**config.mk**
```make
export PLATFORM = sky130hd
export DESIGN_NAME = wb_port_arbiter
export DESIGN_NICKNAME = d
export VERILOG_FILES = /design/src/rtl/wb_port_arbiter.sv
export SDC_FILE = /design/constraint.sdc
export NUM_CORES = 1
export LEC_CHECK = 0
export ABC_AREA = 0
export CELL_PAD_IN_SITES_DETAIL_PLACEMENT = 0
export CELL_PAD_IN_SITES_GLOBAL_PLACEMENT = 1
export CORE_ASPECT_RATIO = 0.75
export CORE_UTILIZATION = 51
export DETAILED_ROUTE_END_ITERATION = 7
export DONT_BUFFER_PORTS = 1
export PLACE_DENSITY = 0.91
export REMOVE_ABC_BUFFERS = 1
export SYNTH_ARGS = -nofsm -noshare
export SYNTH_HDL_FRONTEND = slang
export SYNTH_SLANG_ARGS = --single-unit
```
**constraint.sdc**
```tcl
create_clock -name clk -period 1.7 [get_ports clk]
set_input_delay 0.34 -clock clk [delete_from_list [all_inputs] [get_ports clk]]
set_output_delay 0.34 -clock clk [all_outputs]
set_load 0.01 [all_outputs]
```
**src/rtl/wb_port_arbiter.sv**
```systemverilog
// -----------------------------------------------------------------------------
// wb_port_arbiter
//
// Purpose:
//   Shares the single register-file write port between the in-order pipeline
//   write-back stream and a long-latency unit (LU, e.g. multi-cycle mul/div).
//   LU results are accepted through a valid/ready handshake into a 2-entry
//   FIFO and are drained only in cycles where the pipeline does not write.
//   A pipeline write to a register kills (marks dead) any older buffered LU
//   result for the same register, so the regfile always ends up with the
//   youngest value. A busy-check port lets the hazard unit ask whether a
//   register still has a live buffered LU write pending.
//
// Optional feature:
//   `define WB_ARB_FAIR_EN to compile in the anti-starvation logic. A buffered
//   head entry that has waited STARVE_LIMIT cycles raises a registered force
//   flag that stalls the pipeline for one forced pop. Without the macro the
//   pipeline always has priority and pipe_stall_o is tied low.
//
// Parameters:
//   XLEN          data width
//   STARVE_LIMIT  waiting cycles before a forced drain (fairness build only)
//
// Ports:
//   clk           clock
//   reset         asynchronous, active-low reset
//   pipe_we_i     pipeline write request (rd 0 counts as idle)
//   pipe_rd_i     pipeline destination register
//   pipe_wdata_i  pipeline write data
//   lu_valid_i    LU result valid
//   lu_rd_i       LU destination register (rd 0 accepted and discarded)
//   lu_wdata_i    LU result data
//   lu_ready_o    FIFO not full (combinational, no pop look-ahead)
//   chk_rd_i      register queried by the hazard unit
//   chk_busy_o    chk_rd_i has a live buffered LU write (combinational)
//   pipe_stall_o  pipeline must hold its request (fairness build only)
//   rf_we_o       regfile write enable (registered)
//   rf_waddr_o    regfile write address (registered)
//   rf_wdata_o    regfile write data (registered)
// -----------------------------------------------------------------------------
module wb_port_arbiter #(
  parameter int unsigned XLEN         = 64,
  parameter int unsigned STARVE_LIMIT = 4
) (
  input  logic            clk,
  input  logic            reset,
  input  logic            pipe_we_i,
  input  logic [4:0]      pipe_rd_i,
  input  logic [XLEN-1:0] pipe_wdata_i,
  input  logic            lu_valid_i,
  input  logic [4:0]      lu_rd_i,
  input  logic [XLEN-1:0] lu_wdata_i,
  output logic            lu_ready_o,
  input  logic [4:0]      chk_rd_i,
  output logic            chk_busy_o,
  output logic            pipe_stall_o,
  output logic            rf_we_o,
  output logic [4:0]      rf_waddr_o,
  output logic [XLEN-1:0] rf_wdata_o
);

  // A zero limit would force a drain before any waiting happened.
  if (STARVE_LIMIT == 0) begin : gLimitCheck
    $error("wb_port_arbiter: STARVE_LIMIT must be at least 1");
  end

  // FIFO storage: two slots addressed by single-bit read/write pointers.
  logic [4:0]      entRd_q    [2];
  logic [4:0]      entRd_d    [2];
  logic [XLEN-1:0] entData_q  [2];
  logic [XLEN-1:0] entData_d  [2];
  logic [1:0]      entValid_q, entValid_d;
  logic [1:0]      entLive_q,  entLive_d;
  logic            rdPtr_q,    rdPtr_d;
  logic            wrPtr_q,    wrPtr_d;

  // Registered write port.
  logic            rfWe_q,    rfWe_d;
  logic [4:0]      rfWaddr_q, rfWaddr_d;
  logic [XLEN-1:0] rfWdata_q, rfWdata_d;

  // Per-cycle arbitration decisions.
  logic pipeReq;
  logic fifoEmpty;
  logic fifoFull;
  logic luPush;
  logic forceDrain;
  logic grantPipe;
  logic popHead;
  logic headLive;
  logic busyHit;

  assign pipeReq    = pipe_we_i & (pipe_rd_i != 5'd0);
  assign fifoEmpty  = (entValid_q == 2'b00);
  assign fifoFull   = &entValid_q;
  assign lu_ready_o = ~fifoFull;

  // An accepted rd 0 result completes the handshake but is never stored.
  assign luPush    = lu_valid_i & ~fifoFull & (lu_rd_i != 5'd0);
  assign grantPipe = pipeReq & ~forceDrain;
  assign popHead   = ~grantPipe & ~fifoEmpty;
  assign headLive  = entLive_q[rdPtr_q];

  // Busy check looks only at entries already stored, never at the arrival.
  always_comb begin
    busyHit = 1'b0;
    for (int i = 0; i < 2; i++) begin
      if (entValid_q[i] && entLive_q[i] && (entRd_q[i] == chk_rd_i)) begin
        busyHit = 1'b1;
      end
    end
  end

  assign chk_busy_o = busyHit & (chk_rd_i != 5'd0);

  // FIFO next state: pop, ordering kill, then push into the free slot.
  always_comb begin
    entRd_d    = entRd_q;
    entData_d  = entData_q;
    entValid_d = entValid_q;
    entLive_d  = entLive_q;
    rdPtr_d    = rdPtr_q;
    wrPtr_d    = wrPtr_q;

    if (popHead) begin
      entValid_d[rdPtr_q] = 1'b0;
      entLive_d[rdPtr_q]  = 1'b0;
      rdPtr_d             = ~rdPtr_q;
    end

    // The pipe write is younger than anything already buffered for its rd.
    if (grantPipe) begin
      for (int i = 0; i < 2; i++) begin
        if (entValid_q[i] && (entRd_q[i] == pipe_rd_i)) begin
          entLive_d[i] = 1'b0;
        end
      end
    end

    // The push slot is empty whenever the FIFO is not full, so it never
    // collides with the kill above; a same-cycle LU result stays live.
    if (luPush) begin
      entValid_d[wrPtr_q] = 1'b1;
      entLive_d[wrPtr_q]  = 1'b1;
      entRd_d[wrPtr_q]    = lu_rd_i;
      entData_d[wrPtr_q]  = lu_wdata_i;
      wrPtr_d             = ~wrPtr_q;
    end
  end

  // Write-port next state; address and data hold when nothing is written.
  always_comb begin
    rfWe_d    = 1'b0;
    rfWaddr_d = rfWaddr_q;
    rfWdata_d = rfWdata_q;
    if (grantPipe) begin
      rfWe_d    = 1'b1;
      rfWaddr_d = pipe_rd_i;
      rfWdata_d = pipe_wdata_i;
    end else if (popHead && headLive) begin
      rfWe_d    = 1'b1;
      rfWaddr_d = entRd_q[rdPtr_q];
      rfWdata_d = entData_q[rdPtr_q];
    end
  end

  always_ff @(posedge clk or negedge reset) begin
    if (!reset) begin
      for (int i = 0; i < 2; i++) begin
        entRd_q[i]   <= 5'd0;
        entData_q[i] <= '0;
      end
      entValid_q <= 2'b00;
      entLive_q  <= 2'b00;
      rdPtr_q    <= 1'b0;
      wrPtr_q    <= 1'b0;
      rfWe_q     <= 1'b0;
      rfWaddr_q  <= 5'd0;
      rfWdata_q  <= '0;
    end else begin
      entRd_q    <= entRd_d;
      entData_q  <= entData_d;
      entValid_q <= entValid_d;
      entLive_q  <= entLive_d;
      rdPtr_q    <= rdPtr_d;
      wrPtr_q    <= wrPtr_d;
      rfWe_q     <= rfWe_d;
      rfWaddr_q  <= rfWaddr_d;
      rfWdata_q  <= rfWdata_d;
    end
  end

  assign rf_we_o    = rfWe_q;
  assign rf_waddr_o = rfWaddr_q;
  assign rf_wdata_o = rfWdata_q;

`ifdef WB_ARB_FAIR_EN
  localparam int unsigned CntW = $clog2(STARVE_LIMIT + 1);

  logic [CntW-1:0] starveCnt_q, starveCnt_d;
  logic            forceDrain_q, forceDrain_d;

  // Count cycles the head sits unpopped; the flag rises on the same edge the
  // count reaches the limit and both clear when the head finally pops, so
  // each trigger buys exactly one forced pop.
  always_comb begin
    starveCnt_d  = starveCnt_q;
    forceDrain_d = forceDrain_q;
    if (popHead) begin
      starveCnt_d  = '0;
      forceDrain_d = 1'b0;
    end else if (!fifoEmpty) begin
      if (starveCnt_q < CntW'(STARVE_LIMIT)) begin
        starveCnt_d = starveCnt_q + 1'b1;
      end
      if (starveCnt_d == CntW'(STARVE_LIMIT)) begin
        forceDrain_d = 1'b1;
      end
    end
  end

  always_ff @(posedge clk or negedge reset) begin
    if (!reset) begin
      starveCnt_q  <= '0;
      forceDrain_q <= 1'b0;
    end else begin
      starveCnt_q  <= starveCnt_d;
      forceDrain_q <= forceDrain_d;
    end
  end

  assign forceDrain   = forceDrain_q;
  assign pipe_stall_o = forceDrain_q;
`else
  assign forceDrain   = 1'b0;
  assign pipe_stall_o = 1'b0;
`endif

endmodule

```
# --- Yosys cells after proc, flatten, opt, wreduce, memory -nomap -nowiden ---
# Cells that the tools add are included.
# Widths: inputs -> output; s select.
word_totals:
  register_bits: 214
  input_bits: 147
  wordCells: 88
  output_inout_bits: 73
op_classes:
  n_mux: 33
  order_cmp: 7
  bitwise: 17
  n_reduce_logical: 16
  n_eq_ne: 4
ops:
  columns: ["operator", "n"]
  rows:
  - ["$mux 64", 6]
  - ["$bwmux 128", 1]
  - ["$demux 64 s1", 1]
  - ["$mux 5", 6]
  - ["$eq 5x5->1", 4]
  - ["$reduce_bool 5->1", 3]
  - ["$bwmux 10", 1]
  - ["$logic_and 1x1->1", 10]
  - ["$mux 1", 10]
  - ["$mux 2", 5]
  - ["$and 1x1->1", 5]
  - ["$demux 5 s1", 1]
  - ["$not 1->1", 5]
  - ["$and 2x2->2", 2]
  - ["$ge 2x2->1 const B", 2]
  - ["$lt 1x2->1 const B", 2]
  - ["$not 1->2", 2]
  - ["$or 2x2->2", 2]
  - ["$demux 1 s1", 2]
  - ["$ge 1x1->1 const B", 2]
  - ["$logic_not 2->1", 1]
  - ["$lt 2x1->1 const B", 1]
  - ["$not 2->2", 1]
  - ["$reduce_and 2->1", 1]
  - ["$reduce_bool 2->1", 1]

# --- Longest topological paths before layout ---
logic_depth:
  word_depth: 11
  depth_mapped: 7
  mapped_depth_nobuf: 4

# --- Worst setup path after synthesis ---
# OpenSTA, ideal clock, no wires.
synth_path:
  kind: "input port to flip-flop"
  from: "input pipe_rd_i[2]"
  to: "register rfWe_q, in the netlist rf_we_o"
  n_path_buf: 2
  required_time_ns: 1.573
  setup_slack_ns: 0.037
  stages: 5
  arrival_ns: 1.535
  setup_time_ns: 0.127
  cell_sequence: "or3_1 o31a_1 buf_6 buf_6 or2_2"
synth_between:
  elab_chain_len: 7
synth_lines:
  columns: ["element", "line", "text"]
  rows:
  - ["start: declaration", "48", "input logic [4:0] pipe_rd_i,"]
  - ["$reduce_bool 5->1 *", "93", "assign pipeReq = pipe_we_i & (pipe_rd_i != 5'd0);"]
  - ["$and 1x1->1 *", "93", null]
  - ["$not 1->1", "101", "assign popHead = ~grantPipe & ~fifoEmpty;"]
  - ["$and 1x1->1", "101", null]
  - ["$logic_and 1x1->1", "160", "end else if (popHead && headLive) begin"]
  - ["$mux 1", "160", null]
  - ["$mux 1 *", "156", "if (grantPipe) begin"]
  - ["via rfWe_d", "78", "logic rfWe_q, rfWe_d;"]
  - ["end signal: assignment", "187", "rfWe_q <= rfWe_d;"]
  - ["end: declaration", "78", null]
# The timed path passes the listed nets; every way through them passes the cells marked *.
# A chain may end at the register's enable or synchronous reset.

# --- Worst setup path in the final report ---
layout_path:
  from: "register entRd_q[0] in the netlist's numbering"
  to: "output chk_busy_o"
layout_between:
  elab_chain_len: 4
layout_lines:
  columns: ["element", "line", "text"]
  rows:
  - ["start: declaration", "68", "logic [4:0] entRd_q [2];"]
  - ["start signal: assignment", "181", "entRd_q <= entRd_d;"]
  - ["$eq 5x5->1", "108", "if (entValid_q[i] && entLive_q[i] && (entRd_q[i] == chk_rd_i)) begin"]
  - ["$logic_and 1x1->1", "108", null]
  - ["$mux 1", "108", null]
  - ["$and 1x1->1", "114", "assign chk_busy_o = busyHit & (chk_rd_i != 5'd0);"]
  - ["end: declaration", "55", "output logic chk_busy_o,"]
# Every way passes these cells.

==> metrics.csv <==
stage,metric,value,unit
power,total power per unit cell area,1980,nW/um^2
logic_synthesis,Avg Inst Size Synth,13.1,um^2
logic_synthesis,post-synthesis xor/xnor area fraction,2.01,%
die,Core ar.,18500,um^2
layout,area occupied by multi-input gates,4120,um^2
sta,Max Slew Vio Count,0,
global_routing,met3 Use GR,6.11,%
die,# IOs,220,
setup_path,Crit path buffers/inverters,1,
setup_path,critical path class,reg2out,
sta,hold slack,-0.466,ns
logic_synthesis,Yosys warnings,0,
setup_path,CP endpoint kind,primary output,
setup_path,"Cell Chain, Critical Path",xor2_2 -> nor4_4 -> nand4_1 -> a21oi_2 -> buf_4,
global_routing,grt ovf,0,
setup_path,R2R setup slack,-0.02,ns
global_routing,grt met2 use,41.0,%
power,Pleak,0.00535,uW
status,failing checks,"hold timing, setup timing",
logic_synthesis,Synth area leaders,"dfrtp_1 (56%), mux2_2 (24%), mux2i_1 (7.3%)",
setup_path,max incr delay on CP,0.45,ns
layout,NumNets Final,1035,
layout,Area Growth Syn to Fin,29.8,%
clocking,hold_buf cts,143,
logic_synthesis,sequential-to-total area share from yosys stat,55.8,%
die,die area,19400,um^2
sta,setup TNS,-0.644,ns
setup_path,WP data arrival,1.95,ns
drt,WL per Instance,21.2,um
logic_synthesis,multiplexer area fraction after synthesis,31.6,%
min_path,HP Class,in2async,
clocking,Worst-path clk slew,0.07,ns
layout,Reg area,5360,um^2
setup_path,Top delay family on crit path,simple AND/OR/NAND/NOR gates,
placement,Buffers on Ports,0,
power,Peak VDD IR,1.20,mV
clocking,CTS Sinks,214,
logic_synthesis,synth cell count leaders,"dfrtp_1 (214), mux2_2 (207), nand2_1 (73)",
setup_path,Reg2Reg Depth,6,
placement,Cells after DPL,953,
logic_synthesis,"FFs w/ async S/R, synth",100,%
layout,Filler cells,1179,
die,Die X,160,um
clocking,Worst-Skew Late Latency,0.49,ns
setup_path,CP max FO,4,
clocking,htree depth,1,
drt,vias per cell,5.65,
setup_path,FF-to-FF Start,rdPtr_q,
drt,Residual DRC,0,
drt,DR iter-0 viols,367,
clocking,CTS max path bufs,3,
global_routing,vias in the first global route,7026,
sta,clk_skew,0.00695,ns
logic_synthesis,top-count cell post-synth,dfrtp_1,
sta,final setup vio count,4,
logic_synthesis,Post-synth EDFFs,0,
logic_synthesis,Synth Area in Adders,0,%
global_routing,Top Usage Layer GRT,met2,
sta,final worst path period share,135,%
drt,Vias,6507,
status,outcome,"complete, but fails checks",
global_routing,largest net degree at the start of global routing,215,
logic_synthesis,Compound-Gate Fraction of Synth Area,4.11,%
drt,final WL,24400,um
global_routing,total track usage,23.6,%
setup_path,CP Launch Type,flop,
logic_synthesis,Post-Syn Area,9600,um^2
die,Rows,43,
setup_path,CP required,1.36,ns
setup_path,end of the worst register-to-register path,rf_wdata_o[25],
global_routing,initial antenna violation count,1,
logic_synthesis,post-synth top area share,55.8,%
logic_synthesis,"area leader, netlist",dfrtp_1,
global_routing,GR Util met1,29.4,%
die,Starting Density,52.0,%
sta,final worst setup slack,-0.595,ns
clocking,Clock Tree Root,clkbuf_16,
logic_synthesis,simple logic cell fraction of the synthesized area,4.12,%
sta,RSZ-0062 raised after global routing,yes,
logic_synthesis,#FFs+latches synth,214,
layout,Layout Cells excl Fill,1152,
layout,layout cells sized above 1,32.9,%
run,# Max-Cap Violations,0,
logic_synthesis,Main synth FF type,dfrtp_1,
sta,Max Fclk,0.436,GHz
setup_path,CP max stage cell,dfrtp_2,
drt,Routed Antenna Nets,0,
drt,TritonRoute pass-1 iters,5,
logic_synthesis,post-synth cell types,29,
logic_synthesis,Synth Instances,730,
placement,placer congestion estimate,0.882,
die,Die H,121,um
placement,DP HPWL,13400,um
sta,Tmin final,2.29,ns
global_routing,first-pass GRT wire length,36300,um
sta,final hold violations,214,
clocking,CTS tree,yes,
logic_synthesis,main combinational cell family by area after synthesis,multiplexers,
clocking,cts bufs inserted,22,
[power breakdown]
group / leakage, uW / internal (uW) / switching [uW]
clock network: 0.000353 / 2740 / 1950
registers: 0.00254 / 7620 / 1960
logic: 0.00245 / 6000 / 4460
[state kept, by name, indices dropped and copies added, names as in the netlist]
| signal | flops |
|---|---|
| entLive_q | 2 |
| entValid_q | 2 |
| entData_q | 128 |
| rf_waddr_o | 5 |
| entRd_q | 10 |
| rf_wdata_o | 64 |
| rdPtr_q | 1 |
| rf_we_o | 1 |
| wrPtr_q | 1 |
[final cells by class]
| cell class | count | area share (%) |
|---|---|---|
| multi-input cells | 470 | 33.1 |
| clock buffers | 35 | 5.46 |
| clock inverters | 5 | 0.201 |
| flip-flops and latches | 214 | 43.0 |
| diodes | 1 | 0.0201 |
| repair buffers | 179 | 15.7 |
| well taps | 247 | 2.48 |
| inverters | 1 | 0.0301 |
[per-layer routing]
metal / routed length [um] / vias to the layer above
met5: 0 / -
met4: 587 / 0
met3: 1670 / 42
met2: 11900 / 251
met1: 10300 / 3314
li1: - / 2900
[cells in the final DEF, fill, tap and decap left out, drive strengths merged, types with 2 or more instances in the layout]
cell type / synthesis / routed
xnor2: 6 / 6
dfrtp: 214 / 214
clkinv: 0 / 5
nor2: 5 / 5
o31ai: 2 / 2
dlygate4sd3: 0 / 143
xor2: 16 / 16
buf: 30 / 31
o21ai: 73 / 73
nand2: 73 / 73
clkbuf: 15 / 40
mux2: 207 / 207
nand4: 3 / 3
nor4: 4 / 4
mux2i: 70 / 70
and4: 2 / 2
[worst reg2reg max path: cells and delay by family (launching register included)]
| family | cells | cell delay (ns) |
|---|---|---|
| simple gates | 1 | 0.23 |
| compound gates | 1 | 0.10 |
| buf+inv | 2 | 0.33 |
| flops | 1 | 0.50 |
| mux | 2 | 0.43 |
[kinds of logic (layout without fill, tap and decap cells)]
group,count (synthesis),after routing
multiplexers,277,277
flip-flops,214,214
AND/OR/NAND/NOR,93,93
AO/OA/AOI/OAI,77,77
buffers and inverters,46,220
XOR/XNOR,22,22
other,1,2
[how the worst max path moves through the flow]
stage	slack [ns]	to	start	depth (start not counted)
final	-0.59	chk_busy_o	entRd_q[0]	5
after global routing	-0.65	chk_busy_o	entRd_q[0]	5
after CTS	-0.58	chk_busy_o	entRd_q[3]	5
after detailed placement	-0.15	chk_busy_o	entRd_q[1]	5
after global placement	0.03	chk_busy_o	entRd_q[9]	5
after floorplan	-3.54	rf_waddr_o[0]	rdPtr_q	4
[per-stage QoR]
stage               setup slack, ns  total power (uW)  instance area [um^2]  utilization, %
finish                       -0.595             24700                 12500            67.5
CTS                          -0.582             22900                 12100            65.7
global placement             0.0264             17200                  9980            54.1
detailed placement           -0.146             17800                  9980            54.1
global route                 -0.654             26000                 12500            67.5
floorplan                     -3.54             14700                  9380               -
[what timing repair did]
item                                    4_1_cts  5_1_grt
pin swaps                                     1        6
buffers inserted                              0        7
gates cloned                                  0        8
hold endpoints to repair                    420      214
endpoints found under the setup margin        1       62
gates resized for setup                       2       48
(Power assumes the default switching activity.)
